`config.mk`:
```
export PLATFORM = sky130hd
export DESIGN_NAME = load_store_unit
export DESIGN_NICKNAME = d
export VERILOG_FILES = /design/src/rtl/lsu_pkg.sv /design/src/rtl/lsu_lane_align.sv /design/src/rtl/load_store_unit.sv
export SDC_FILE = /design/constraint.sdc
export NUM_CORES = 1
export LEC_CHECK = 0
export ABC_CLOCK_PERIOD_IN_PS = 4400
export CORE_UTILIZATION = 37
export DETAILED_ROUTE_END_ITERATION = 7
export PLACE_DENSITY = 0.68
export SLEW_MARGIN = 25
export SYNTH_ARGS = -nofsm -noshare
export SYNTH_HDL_FRONTEND = slang
export SYNTH_SLANG_ARGS = --single-unit
```
`constraint.sdc`:
```
create_clock -name clk_i -period 4.4 [get_ports clk_i]
set_input_delay 1.32 -clock clk_i [delete_from_list [all_inputs] [get_ports clk_i]]
set_output_delay 1.32 -clock clk_i [all_outputs]
set_load 0.02 [all_outputs]
```
`src/rtl/lsu_pkg.sv`:
```
// Shared types and decode helpers for the load/store unit.
// Holds the funct3 encodings, the FSM state type and the access-size decoder.
package lsu_pkg;

    localparam logic [2:0] F3_B  = 3'b000;
    localparam logic [2:0] F3_H  = 3'b001;
    localparam logic [2:0] F3_W  = 3'b010;
    localparam logic [2:0] F3_BU = 3'b100;
    localparam logic [2:0] F3_HU = 3'b101;

    typedef enum logic [2:0] {
        IDLE,
        ISSUE0,
        ISSUE1,
        WAIT,
        RESP
    } lsu_state_t;

    typedef struct packed {
        logic       legal;
        logic [2:0] nbytes;
    } size_info_t;

    // Unsigned variants have no store counterpart, so funct3[2] is illegal on stores.
    function automatic size_info_t size_decode(input logic [2:0] funct3, input logic is_store);
        size_info_t info;
        info.legal  = 1'b1;
        info.nbytes = 3'd1;
        case (funct3)
            F3_B, F3_BU: info.nbytes = 3'd1;
            F3_H, F3_HU: info.nbytes = 3'd2;
            F3_W:        info.nbytes = 3'd4;
            default:     info.legal  = 1'b0;
        endcase
        if (is_store && funct3[2]) begin
            info.legal = 1'b0;
        end
        return info;
    endfunction

endpackage

```
`src/rtl/lsu_lane_align.sv`:
```
// Combinational byte-lane steering: lane enables and positioned store data for
// both word accesses, plus reassembly and sign/zero extension of load data.
module lsu_lane_align (
    input  logic [1:0]  offset_i,
    input  logic [2:0]  size_i,
    input  logic [31:0] wdata_i,
    input  logic [31:0] rdata0_i,
    input  logic [31:0] rdata1_i,
    input  logic        sign_ext_i,
    output logic [3:0]  lanes0_o,
    output logic [3:0]  lanes1_o,
    output logic [63:0] sdata_o,
    output logic [31:0] load_data_o
);

    logic [3:0]  size_mask;
    logic [63:0] byte_mask;
    logic [63:0] shifted;
    logic [31:0] raw;

    always_comb begin
        size_mask = 4'b0000;
        case (size_i)
            3'd1:    size_mask = 4'b0001;
            3'd2:    size_mask = 4'b0011;
            3'd4:    size_mask = 4'b1111;
            default: size_mask = 4'b0000;
        endcase

        // Bytes shifted past lane 3 of the first word spill into the second word.
        lanes0_o = size_mask << offset_i;
        lanes1_o = size_mask >> (3'd4 - {1'b0, offset_i});

        byte_mask = '0;
        for (int i = 0; i < 4; i++) begin
            byte_mask[8*i +: 8]      = {8{lanes0_o[i]}};
            byte_mask[32 + 8*i +: 8] = {8{lanes1_o[i]}};
        end
        shifted = {32'b0, wdata_i} << {offset_i, 3'b000};
        sdata_o = shifted & byte_mask;
    end

    always_comb begin
        raw = rdata0_i;
        case (offset_i)
            2'd0: raw = rdata0_i;
            2'd1: raw = {rdata1_i[7:0],  rdata0_i[31:8]};
            2'd2: raw = {rdata1_i[15:0], rdata0_i[31:16]};
            2'd3: raw = {rdata1_i[23:0], rdata0_i[31:24]};
            default: raw = rdata0_i;
        endcase

        load_data_o = raw;
        case (size_i)
            3'd1: load_data_o = {{24{sign_ext_i & raw[7]}},  raw[7:0]};
            3'd2: load_data_o = {{16{sign_ext_i & raw[15]}}, raw[15:0]};
            default: load_data_o = raw;
        endcase
    end

endmodule

```
`src/rtl/load_store_unit.sv`:
```
// Data-memory initiator: turns one EX load/store into one or two word-aligned
// accesses, reassembles load data and returns it with the write-back tag.
module load_store_unit
    import lsu_pkg::*;
#(
    parameter int ADDR_W = 11,
    parameter int DATA_W = 32
) (
    input  logic              clk_i,
    input  logic              reset_i,
    input  logic              req_valid_i,
    output logic              ready_o,
    input  logic              is_store_i,
    input  logic [2:0]        funct3_i,
    input  logic [ADDR_W-1:0] addr_i,
    input  logic [DATA_W-1:0] wdata_i,
    input  logic [4:0]        wbAddr_i,
    input  logic              wbEnable_i,
    input  logic              flush_i,
    output logic              mem_en_o,
    output logic              wr_en_o,
    output logic [ADDR_W-1:0] addr_o,
    output logic [3:0]        byte_en_o,
    output logic [DATA_W-1:0] data_o,
    input  logic [DATA_W-1:0] rdata_i,
    output logic [DATA_W-1:0] result_o,
    output logic              result_valid_o,
    output logic              err_o,
    output logic [4:0]        wbAddr_o,
    output logic              wbEnable_o
);

    localparam int WIDX_W = ADDR_W - 2;

    lsu_state_t        state_q, state_d;
    logic              is_store_q, is_store_d;
    logic              sign_ext_q, sign_ext_d;
    logic [2:0]        size_q, size_d;
    logic              err_q, err_d;
    logic [ADDR_W-1:0] addr_q, addr_d;
    logic [DATA_W-1:0] wdata_q, wdata_d;
    logic [4:0]        wb_addr_q, wb_addr_d;
    logic              wb_en_q, wb_en_d;
    logic [DATA_W-1:0] rdata0_q, rdata0_d;
    logic [DATA_W-1:0] rdata1_q, rdata1_d;

    size_info_t        req_size;
    logic              split;
    logic [WIDX_W-1:0] word0;
    logic [WIDX_W-1:0] word1;
    logic [3:0]        lanes0;
    logic [3:0]        lanes1;
    logic [63:0]       sdata;
    logic [31:0]       load_data;

    assign req_size = size_decode(funct3_i, is_store_i);
    assign split    = ({2'b00, addr_q[1:0]} + {1'b0, size_q}) > 4'd4;
    assign word0    = addr_q[ADDR_W-1:2];
    assign word1    = word0 + 1'b1;

    lsu_lane_align u_lane_align (
        .offset_i    (addr_q[1:0]),
        .size_i      (size_q),
        .wdata_i     (wdata_q),
        .rdata0_i    (rdata0_q),
        .rdata1_i    (split ? rdata1_q : '0),
        .sign_ext_i  (sign_ext_q),
        .lanes0_o    (lanes0),
        .lanes1_o    (lanes1),
        .sdata_o     (sdata),
        .load_data_o (load_data)
    );

    always_ff @(posedge clk_i or posedge reset_i) begin
        if (reset_i) begin
            state_q    <= IDLE;
            is_store_q <= 1'b0;
            sign_ext_q <= 1'b0;
            size_q     <= '0;
            err_q      <= 1'b0;
            addr_q     <= '0;
            wdata_q    <= '0;
            wb_addr_q  <= '0;
            wb_en_q    <= 1'b0;
            rdata0_q   <= '0;
            rdata1_q   <= '0;
        end else begin
            state_q    <= state_d;
            is_store_q <= is_store_d;
            sign_ext_q <= sign_ext_d;
            size_q     <= size_d;
            err_q      <= err_d;
            addr_q     <= addr_d;
            wdata_q    <= wdata_d;
            wb_addr_q  <= wb_addr_d;
            wb_en_q    <= wb_en_d;
            rdata0_q   <= rdata0_d;
            rdata1_q   <= rdata1_d;
        end
    end

    always_comb begin
        state_d    = state_q;
        is_store_d = is_store_q;
        sign_ext_d = sign_ext_q;
        size_d     = size_q;
        err_d      = err_q;
        addr_d     = addr_q;
        wdata_d    = wdata_q;
        wb_addr_d  = wb_addr_q;
        wb_en_d    = wb_en_q;
        rdata0_d   = rdata0_q;
        rdata1_d   = rdata1_q;

        case (state_q)
            IDLE: begin
                if (req_valid_i && !flush_i) begin
                    is_store_d = is_store_i;
                    sign_ext_d = ~funct3_i[2];
                    size_d     = req_size.nbytes;
                    err_d      = ~req_size.legal;
                    addr_d     = addr_i;
                    wdata_d    = wdata_i;
                    wb_addr_d  = wbAddr_i;
                    wb_en_d    = wbEnable_i;
                    rdata0_d   = '0;
                    rdata1_d   = '0;
                    state_d    = req_size.legal ? ISSUE0 : RESP;
                end
            end
            ISSUE0: begin
                if (split) begin
                    state_d = ISSUE1;
                end else begin
                    state_d = is_store_q ? RESP : WAIT;
                end
            end
            ISSUE1: begin
                if (!is_store_q) begin
                    rdata0_d = rdata_i;
                end
                state_d = is_store_q ? RESP : WAIT;
            end
            WAIT: begin
                if (split) begin
                    rdata1_d = rdata_i;
                end else begin
                    rdata0_d = rdata_i;
                end
                state_d = RESP;
            end
            RESP: begin
                state_d = IDLE;
            end
            default: begin
                state_d = IDLE;
            end
        endcase

        // The access driven this cycle still reaches memory; only the sequence is abandoned.
        if (flush_i && state_q != IDLE) begin
            state_d = IDLE;
        end
    end

    always_comb begin
        ready_o        = 1'b0;
        mem_en_o       = 1'b0;
        wr_en_o        = 1'b0;
        addr_o         = '0;
        byte_en_o      = 4'b0000;
        data_o         = '0;
        result_o       = '0;
        result_valid_o = 1'b0;
        err_o          = 1'b0;
        wbAddr_o       = '0;
        wbEnable_o     = 1'b0;

        case (state_q)
            IDLE: begin
                ready_o = 1'b1;
            end
            ISSUE0: begin
                mem_en_o  = 1'b1;
                wr_en_o   = is_store_q;
                addr_o    = {word0, 2'b00};
                byte_en_o = lanes0;
                data_o    = is_store_q ? sdata[31:0] : '0;
            end
            ISSUE1: begin
                mem_en_o  = 1'b1;
                wr_en_o   = is_store_q;
                addr_o    = {word1, 2'b00};
                byte_en_o = lanes1;
                data_o    = is_store_q ? sdata[63:32] : '0;
            end
            RESP: begin
                result_valid_o = 1'b1;
                result_o       = (is_store_q || err_q) ? '0 : load_data;
                err_o          = err_q;
                wbAddr_o       = wb_addr_q;
                wbEnable_o     = wb_en_q & ~err_q;
            end
            default: begin
            end
        endcase
    end

endmodule

```
Yosys cells after proc, flatten, opt, wreduce, memory -nomap -nowiden
Index checks and enable logic that the tools add are counted.

Register bits after elaboration: 114. Output and inout bits: 90. Bits in read-only memories: 0. Logic and storage cells: 94. Bits in latches: 0. Memories: 0. RAM bits: 0.

Magnitude comparators: 1. Reductions and logical operators: 17. Shift operators: 3. Add/subtract/negate cells: 3. Divide/modulo/power cells: 0. Equal/unequal tests: 19. Mux-type cells: 33. Multiply operators: 0. Bitwise operators: 7.

Operators by type and width (number): 32-bit 2-to-1 mux (7); 32-bit one-hot mux with 2 select lines (2); 32-bit one-hot mux with 4 select lines (1); 32-bit one-hot mux with 3 select lines (1); 64-bit bitwise AND (1); 32-bit by 5-bit << shifter with 64-bit output (1); 24-bit 2-to-1 mux (2); 24-bit one-hot mux with 2 select lines (1); 11-bit one-hot mux with 2 select lines (1); 3-bit 2-to-1 mux (5); 3-bit by 2-bit == test with 1-bit output (second input constant) (4); 3-bit == test (second input constant) (4); 3-bit one-hot mux with 4 select lines (1); 4-bit one-hot mux with 3 select lines (1); 9-bit by 1-bit adder with 9-bit output (second input constant) (1); 3-bit by 1-bit == test with 1-bit output (second input constant) (3); 1-bit 2-to-1 mux (8); 2-bit != test (second input constant) (4); 4-bit one-hot mux with 2 select lines (1); 3-bit logical NOT (2); 3-bit one-hot mux with 2 select lines (1); 3-bit nonzero test (2); 5-bit 2-to-1 mux (1); 5-bit OR reduction (1); other kinds (19) (27).

Logic depth before layout (Yosys ltp)
Gate-level depths: netlist (run 1).

Word-level depth: 8. Depth in mapped cells: 10. Mapped depth without buffers: 7.

Modules after synthesis
Synthesis (run 1) repeated with hierarchy kept, for this count alone.

Cell total of the unflattened synthesis: 874. Area, all modules: 8473.1 µm².

Modules (own cells, without submodules): load_store_unit (cells an instance 543, area an instance 5859.4 µm², times used 1); lsu_lane_align (cells an instance 331, area an instance 2613.8 µm², times used 1).

Worst setup path before layout (run 1)
No wires, ideal clock.

Kind: flip-flop to output port. Start point: register addr_q[1]. End point: output result_o[18]. Arrival: 2.687 ns. Slack: 0.393 ns. Cell stages (with the launch flop): 11. Path through: dfrtp_1 -> buf_2 -> inv_1 -> clkbuf_1 -> ha_1 -> a22oi_1 -> a221oi_4 -> o21ai_2 -> o21a_2 -> buf_6 -> nor3_1.

Longest elaborated chain between the ends: 8. Elaborated cells on any way between the ends: 13. Those cells by class: 1 x add/sub; 1 x order compare; 3 x eq/ne; 5 x mux; 2 x bitwise; 1 x reduce/logical.

Ends and longest elaborated chain: start: declaration (line load_store_unit.sv:40) `logic [ADDR_W-1:0] addr_q, addr_d;`; start signal: assignment (line load_store_unit.sv:93) `addr_q <= addr_d;`; 2-bit by 3-bit adder with 4-bit output (line load_store_unit.sv:57) `assign split = ({2'b00, addr_q[1:0]} + {1'b0, size_q}) > 4'd4;`; 4-bit by 3-bit greater-than comparator with 1-bit output (line load_store_unit.sv:57); 24-bit 2-to-1 mux (line load_store_unit.sv:66) `.rdata1_i (split ? rdata1_q : '0),`; 32-bit one-hot mux with 4 select lines (*) (line lsu_lane_align.sv:45) `case (offset_i)`; 1-bit bitwise AND (line lsu_lane_align.sv:56) `3'd2: load_data_o = {{16{sign_ext_i & raw[15]}}, raw[15:0]};`; 32-bit one-hot mux with 2 select lines (*) (line lsu_lane_align.sv:54) `case (size_i)`; 32-bit 2-to-1 mux (*) (line load_store_unit.sv:199) `result_o = (is_store_q || err_q) ? '0 : load_data;`; 32-bit 2-to-1 mux (*) (line load_store_unit.sv:179) `case (state_q)`; end: declaration (line load_store_unit.sv:26) `output logic [DATA_W-1:0] result_o,`.

Every way passes the cells marked *; elsewhere a longest branch is shown, timed or not.

Worst setup path in the final report (run 1)
Start point: register addr_q[0]. End point: output result_o[29].

The elaborated chain is that of the path after synthesis.

==> qor.yml, run 1 <==
pwr:
  vdd_drop_max_v: 0.000314
  powerDensity_nw_per_um2: 419
  power.share.sequential_pct: 33.9
  cellLeakagePower_uw: 0.00421
  clock_power_share_pct: 32.2
  switching_share_pct: 36.2
  power.switching_uw: 1510
  combPwrFrac_pct: 33.9
  intPower_uw: 2670
  power_uw: 4190
timing:
  rsz0062_at_grt: "no"
  finalCritPeriodShare_pct: 96.7
  min_period_ps: 4250
  skew_ps: 8.40
  tightest_slew_ps: 1030
  fmax_mhz: 235
  tns_ps: 0
  setup_violations: 0
  fin_ws_ps: 146
  slew_violations: 0
  slew_headroom_pct: 31.3
  fin_hold_ws_ps: 491
  hold_viol: 0
hold_path:
  hold_path.class: "register to register"
clock_network:
  clock-sinks: 114
  cts_root_buf: "clkbuf_16"
  htreeDepth: 4
  clk_pin_slew_ps: 60
  worstSkewPairLatency_ps: 420
  cts_max_path_buffers: 2
  cts_buffers: 17
  cts_tree: "done"
worst_setup_path:
  crit_arrival_ps: 2930
  timing.reg2reg.setup_slack_ps: 1840
  crit_path_start: "addr_q[0]$_DFFE_PP0P_"
  r2r_start: "addr_q[0]$_DFFE_PP0P_"
  crit_end: "result_o[29]"
  critPathKind: "register to output pin"
  start_kind: "register"
  required_ps: 3080
  timing.rr.end: "rdata0_q[4]$_DFFE_PP0P_"
  r2r_cells: 7
  cp_max_fo: 6
  critPathCaptureType: "output pin"
final_layout:
  fillerInstances: 1849
  antennaDiodeCount: 0
  nNetsFinal: 1101
  drive_gt1_share_pct: 16.7
  syn_to_final_growth_pct: 35.5
yosys:
  synth_top_flop_cell: "dfrtp_1"
  synth.top_cells.by_count: "nand2_1 (125), dfrtp_1 (114), o21ai_0 (87), mux2_2 (53), a21oi_1 (49)"
  synth.most_common_cell: "nand2_1"
  synth_top_area_share_pct: 38.7
  syn_area_um2: 7370
  synth_top_area_cell: "dfrtp_1"
  postSynthAreaPerCell_um2: 8.81
  synth_warnings: 0
  synthArstFlopShare_pct: 100
  netlist_instances: 837
  ys_seq_area_share_pct: 38.7
  synth-edff-count: 0
  netlist_top_cells_area: "dfrtp_1 (39%), mux2_2 (8.1%), nand2_1 (6.4%)"
  netlist-cell-type-count: 65
  ys_ff_latch: 114
floorplanning:
  io_pins: 179
  start_util_pct: 37.8
  die_h_um: 143
  core-area_um2: 19500
  num_rows: 51
  dieArea_um2: 20500
  die_w_um: 143
global_route:
  antenna_found_initial: 0
  grt_pass1_wl_mm: 38.5
  grt_overflow: 0
  grt_usage_pct: 24.4
  grt_max_degree: 65
  grt_pass1_vias: 6946
route:
  via_per_inst: 5.58
  routed_wl_mm: 24.4
  dr.pass1.iters: 7
  via_count: 7145
  postRouteAntennaNets: 0
  drt_iter0_drc: 735
  avgRoutedWirePerCell_um: 19.0
  drc: 0
run_status:
  outcome: "completed"
placed_design:
  pre_cts_slack_ps: 219
  io_buffers: 176
  hpwl_mm: 17.2
  gp_congestion: 0.915
job:
  cap_violations: 0
==> per-stage QoR <==
step	util (%)	std cells	instance area, um^2
6_report	51.2	1281	9990
5_1_grt	51.2	1281	9990
4_1_cts	51.0	1281	9960
3_5_place_dp	48.2	1247	9400
3_3_place_gp	48.2	1247	9400
2_1_floorplan	-	838	7380
==> power groups by stage <==
stage | Sequential (uW) | Clock (uW) | Combinational (uW)
detailed placement | 1430 | 0 | 1390
floorplan | 1350 | 0 | 1000
global placement | 1420 | 0 | 1380
global route | 1440 | 1410 | 1560
CTS | 1410 | 1370 | 1400
finish | 1420 | 1350 | 1420
==> per-layer routing <==
layer / vias to the layer above / track usage, % / part of all wire (%)
li1: 3336 / - / -
met1: 3434 / 32.9 / 44
met2: 342 / 38.4 / 46
met3: 33 / 6.47 / 8.1
met4: 0 / 6.85 / 1.7
met5: - / 0 / 0
==> what timing repair did <==
action                                  4_1_cts  5_1_grt
pin swaps                                     3        1
hold buffers                                  0        0
endpoints found under the setup margin       44       41
gates resized for setup                      22       68
setup buffers                                 3        0
==> registers in the layout, summed over array words and instances (netlist names) <==
| register | flops |
|---|---|
| err_q | 1 |
| size_q | 3 |
| state_q | 3 |
| wb_en_q | 1 |
| rdata0_q | 32 |
| wdata_q | 32 |
| sign_ext_q | 1 |
| rdata1_q | 24 |
| wb_addr_q | 5 |
| addr_q | 11 |
| is_store_q | 1 |
==> placed cells by master, fill, tap and decap left out, types with 7 or more instances in the layout <==
cell type,instances
clkdlybuf4s50_1,143
nand2_1,124
dfrtp_1,109
o21ai_0,87
mux2_2,53
a21oi_1,49
nor2_1,48
buf_4,35
mux2i_1,31
nand3_1,29
inv_1,28
and2_1,17
clkbuf_16,17
a22oi_1,15
clkbuf_2,14
dlymetal6s2s_1,13
a22o_1,12
o22ai_1,11
a221oi_1,11
a31oi_1,10
a222oi_1,9
o2bb2ai_1,8
o21a_1,8
ha_1,7
==> cells by family (layout without fill, tap and decap cells) <==
| group | Yosys count | count (layout) | synth area share (%) |
|---|---|---|---|
| AND/OR/NAND/NOR | 272 | 272 | 17.9 |
| AO/OA/AOI/OAI | 256 | 256 | 22.7 |
| flip-flops | 114 | 114 | 38.7 |
| buffers and inverters | 98 | 276 | 6.45 |
| multiplexers | 84 | 84 | 12.3 |
| adder cells (fa/ha/maj) | 8 | 8 | 1.46 |
| XOR/XNOR | 4 | 4 | 0.475 |
| other | 1 | 2 | 0.0509 |
==> how the worst min path moves through the flow <==
stage | slack, ps | end | startpoint | cells after the start
4_1_cts | 500 | wb_addr_q[0]$_DFFE_PP0P_ | wb_addr_q[0]$_DFFE_PP0P_ | 1
3_5_place_dp | 490 | wb_addr_q[0]$_DFFE_PP0P_ | wb_addr_q[0]$_DFFE_PP0P_ | 1
2_1_floorplan | 460 | sign_ext_q$_DFFE_PP0P_ | sign_ext_q$_DFFE_PP0P_ | 2
5_1_grt | 530 | wb_addr_q[1]$_DFFE_PP0P_ | wb_addr_q[1]$_DFFE_PP0P_ | 1
6_report | 490 | wb_addr_q[1]$_DFFE_PP0P_ | wb_addr_q[1]$_DFFE_PP0P_ | 1
3_3_place_gp | 480 | wb_addr_q[2]$_DFFE_PP0P_ | wb_addr_q[2]$_DFFE_PP0P_ | 1
==> critical path, stage by stage (launching register included) <==
cell,delay (ps)
dfrtp_1,420
ha_1,240
fa_1,420
xnor2_2,180
or2_2,370
a21oi_1,150
a21oi_1,60
a311oi_1,430
clkbuf_2,250
==> final cells by class <==
type	count	area (um^2)	share of cell area (%)
clock buffers	20	447	4.47
multi-input cells	626	4100	41.0
repair buffers	214	2020	20.2
inverters	31	121	1.21
flip-flops and latches	114	2860	28.6
well taps	265	332	3.32
clock inverters	11	114	1.14
Power figures use the tool's default switching activity.
==> inputs of run 2 (changes only) <==
ABC_CLOCK_PERIOD_IN_PS = 4000   (was 4400)
PLACE_DENSITY = 0.66   (was 0.68)
clock period = 4 ns   (was 4.4 ns; I/O delays follow)
==> run 2 against run 1 <==
  * Worst setup slack got worse by 85 ps
  * Sequential share of layout area decreased by 0.71 points
  * Combinational power increased by 20%
  * Global-route usage increased by 0.85 points
  * Cell count increased by 1.2%
  * Register-to-register slack got worse by 470 ps
==> qor.yml, run 2 (synthesis gave the netlist of run 1 again) <==
run_status:
  outcome: "completed"
worst_setup_path:
  critPathCaptureType: "output pin"
  timing.reg2reg.setup_slack_ps: 1370
  r2r_cells: 8
  required_ps: 2800
  cp_max_fo: 5
  cp_common_cell: "buf_4"
  r2r_start: "size_q[1]$_DFFE_PP0P_"
  critPathSlowestCell: "fa_2"
  crit_arrival_ps: 2740
  worstPathCellList: "ha_2, fa_2, o21ai_1, o22ai_2, a21oi_4, o21a_4, buf_4, a311oi_2, buf_4"
  critPathKind: "register to output pin"
  cp_num_buf_inv: 2
  timing.rr.end: "rdata0_q[8]$_DFFE_PP0P_"
  start_kind: "register"
  cp_top_family: "compound AO/OA/AOI/OAI gates"
  crit_path_start: "size_q[0]$_DFFE_PP0P_"
  crit_path_max_incr_delay_ps: 540
global_route:
  grt_max_degree: 54
  grt_overflow: 0
  grt_pass1_wl_mm: 39.6
  antenna_found_initial: 0
  grt_usage_pct: 25.3
  grt_pass1_vias: 7247
floorplanning:
  io_pins: 179
  dieArea_um2: 20500
  start_util_pct: 37.8
  die_h_um: 143
  num_rows: 51
  core-area_um2: 19500
  die_w_um: 143
timing:
  skew_ps: 8.24
  fmax_mhz: 254
  slew_headroom_pct: 47.4
  min_period_ps: 3940
  tightest_slew_ps: 788
  tns_ps: 0
  slew_violations: 0
  finalCritPeriodShare_pct: 98.5
  setup_violations: 0
  hold_viol: 0
  rsz0062_at_grt: "yes"
route:
  avgRoutedWirePerCell_um: 19.4
  routed_wl_mm: 25.1
  via_per_inst: 5.64
  via_count: 7314
  drt_iter0_drc: 631
  postRouteAntennaNets: 0
  drc: 0
  dr.pass1.iters: 6
clock_network:
  worstSkewPairLatency_ps: 420
  clock-sinks: 114
  cts_tree: "done"
  cts_root_buf: "clkbuf_16"
  clk_pin_slew_ps: 50
  cts_max_path_buffers: 2
  hold_buffers: 0
  htreeDepth: 4
  cts_buffers: 17
placed_design:
  hpwl_mm: 17.7
  io_buffers: 176
  gp_congestion: 0.955
final_layout:
  drive_gt1_share_pct: 20.3
  syn_to_final_growth_pct: 38.9
  nNetsFinal: 1116
  final_cell_mix: "nand2_1 (124), clkdlybuf4s50_1 (116), dfrtp_1 (111)"
  finish.utilization_pct: 52.4
  final_common_cell: "nand2_1"
  top_regs: "rdata0_q x32, wdata_q x32, rdata1_q x24"
  antennaDiodeCount: 0
  fillerInstances: 1889
hold_path:
  min_to: "wb_addr_q[1]$_DFFE_PP0P_"
  min-delay-start: "wb_addr_q[1]$_DFFE_PP0P_"
  hold_path_depth: 1
  hold_path.class: "register to register"
pwr:
  cellLeakagePower_uw: 0.00442
  vdd_drop_max_v: 0.000303
  powerDensity_nw_per_um2: 480
job:
  cap_violations: 0
run 2: cell types whose count changed in the layout (fill, tap and decap cells not counted), moves of 3 or more:
cell,previous run,this run
clkinv_2,6,3
clkbuf_8,1,4
clkbuf_2,14,22
buf_2,0,6
buf_12,1,5
clkdlybuf4s50_1,143,116
clkdlybuf4s15_1,0,9
buf_4,35,47
run 2: how the worst max path moves through the flow:
stage                         to  cells after the start
global route        result_o[28]                      9
detailed placement  result_o[17]                      9
finish              result_o[28]                      9
global placement    result_o[28]                      8
CTS                 result_o[17]                      9
floorplan           result_o[18]                     10
run 2: per-stage QoR:
stage               cell area [um^2]  hold WS (ps)  cells  power, uW  setup WS (ps)
global placement                9550           482   1259       3150           25.5
CTS                            10200           498   1293       4860          -21.0
detailed placement              9550           485   1259       3170          -16.1
global route                   10200           505   1296       5160          -63.1
finish                         10200           495   1296       4920           61.0
floorplan                       7380           464    838       2580            113
run 2: what timing repair did:
| action | 4_1_cts | 5_1_grt |
|---|---|---|
| setup endpoints to repair | 58 | 55 |
| cloned | 1 | 0 |
| pin swaps | 5 | 4 |
| resized for setup | 86 | 96 |
| buffers inserted | 2 | 3 |
run 2: worst register-to-register path: cells and delay by family, from the launching register on:
family / cells / cell delay (ps)
compound gates: 4 / 1120
fa+ha+maj: 1 / 330
buf+inv: 3 / 650
flops: 1 / 420
run 2: metal layers:
metal  up-vias  global-route usage [%]  share of wire (%)
li1       3383                       -                  -
met1      3531                    33.0                 42
met2       359                    39.9                 46
met3        41                    7.38                8.7
met4         0                    8.38                2.5
met5         -                       0                  0
run 2: final cells by class:
type | count | area (um^2) | share of cell area (%)
clock buffers | 22 | 484 | 4.73
multi-input cells | 627 | 4190 | 40.9
flip-flops and latches | 114 | 2860 | 27.9
well taps | 265 | 332 | 3.24
clock inverters | 9 | 153 | 1.49
inverters | 31 | 123 | 1.20
repair buffers | 228 | 2110 | 20.6
run 2: where the power goes:
part | leakage [uW] | total [uW] | switching (uW) | internal (uW)
Sequential | 0.00147 | 1550 | 213 | 1340
Clock | 0.000316 | 1660 | 560 | 1100
Combinational | 0.00264 | 1700 | 948 | 753
==> inputs of run 3 (changes only) <==
HOLD_SLACK_MARGIN = 0.1   (was default)
==> results of run 3 <==
The final DEF is identical to that of run 2; final timing and power are the same.
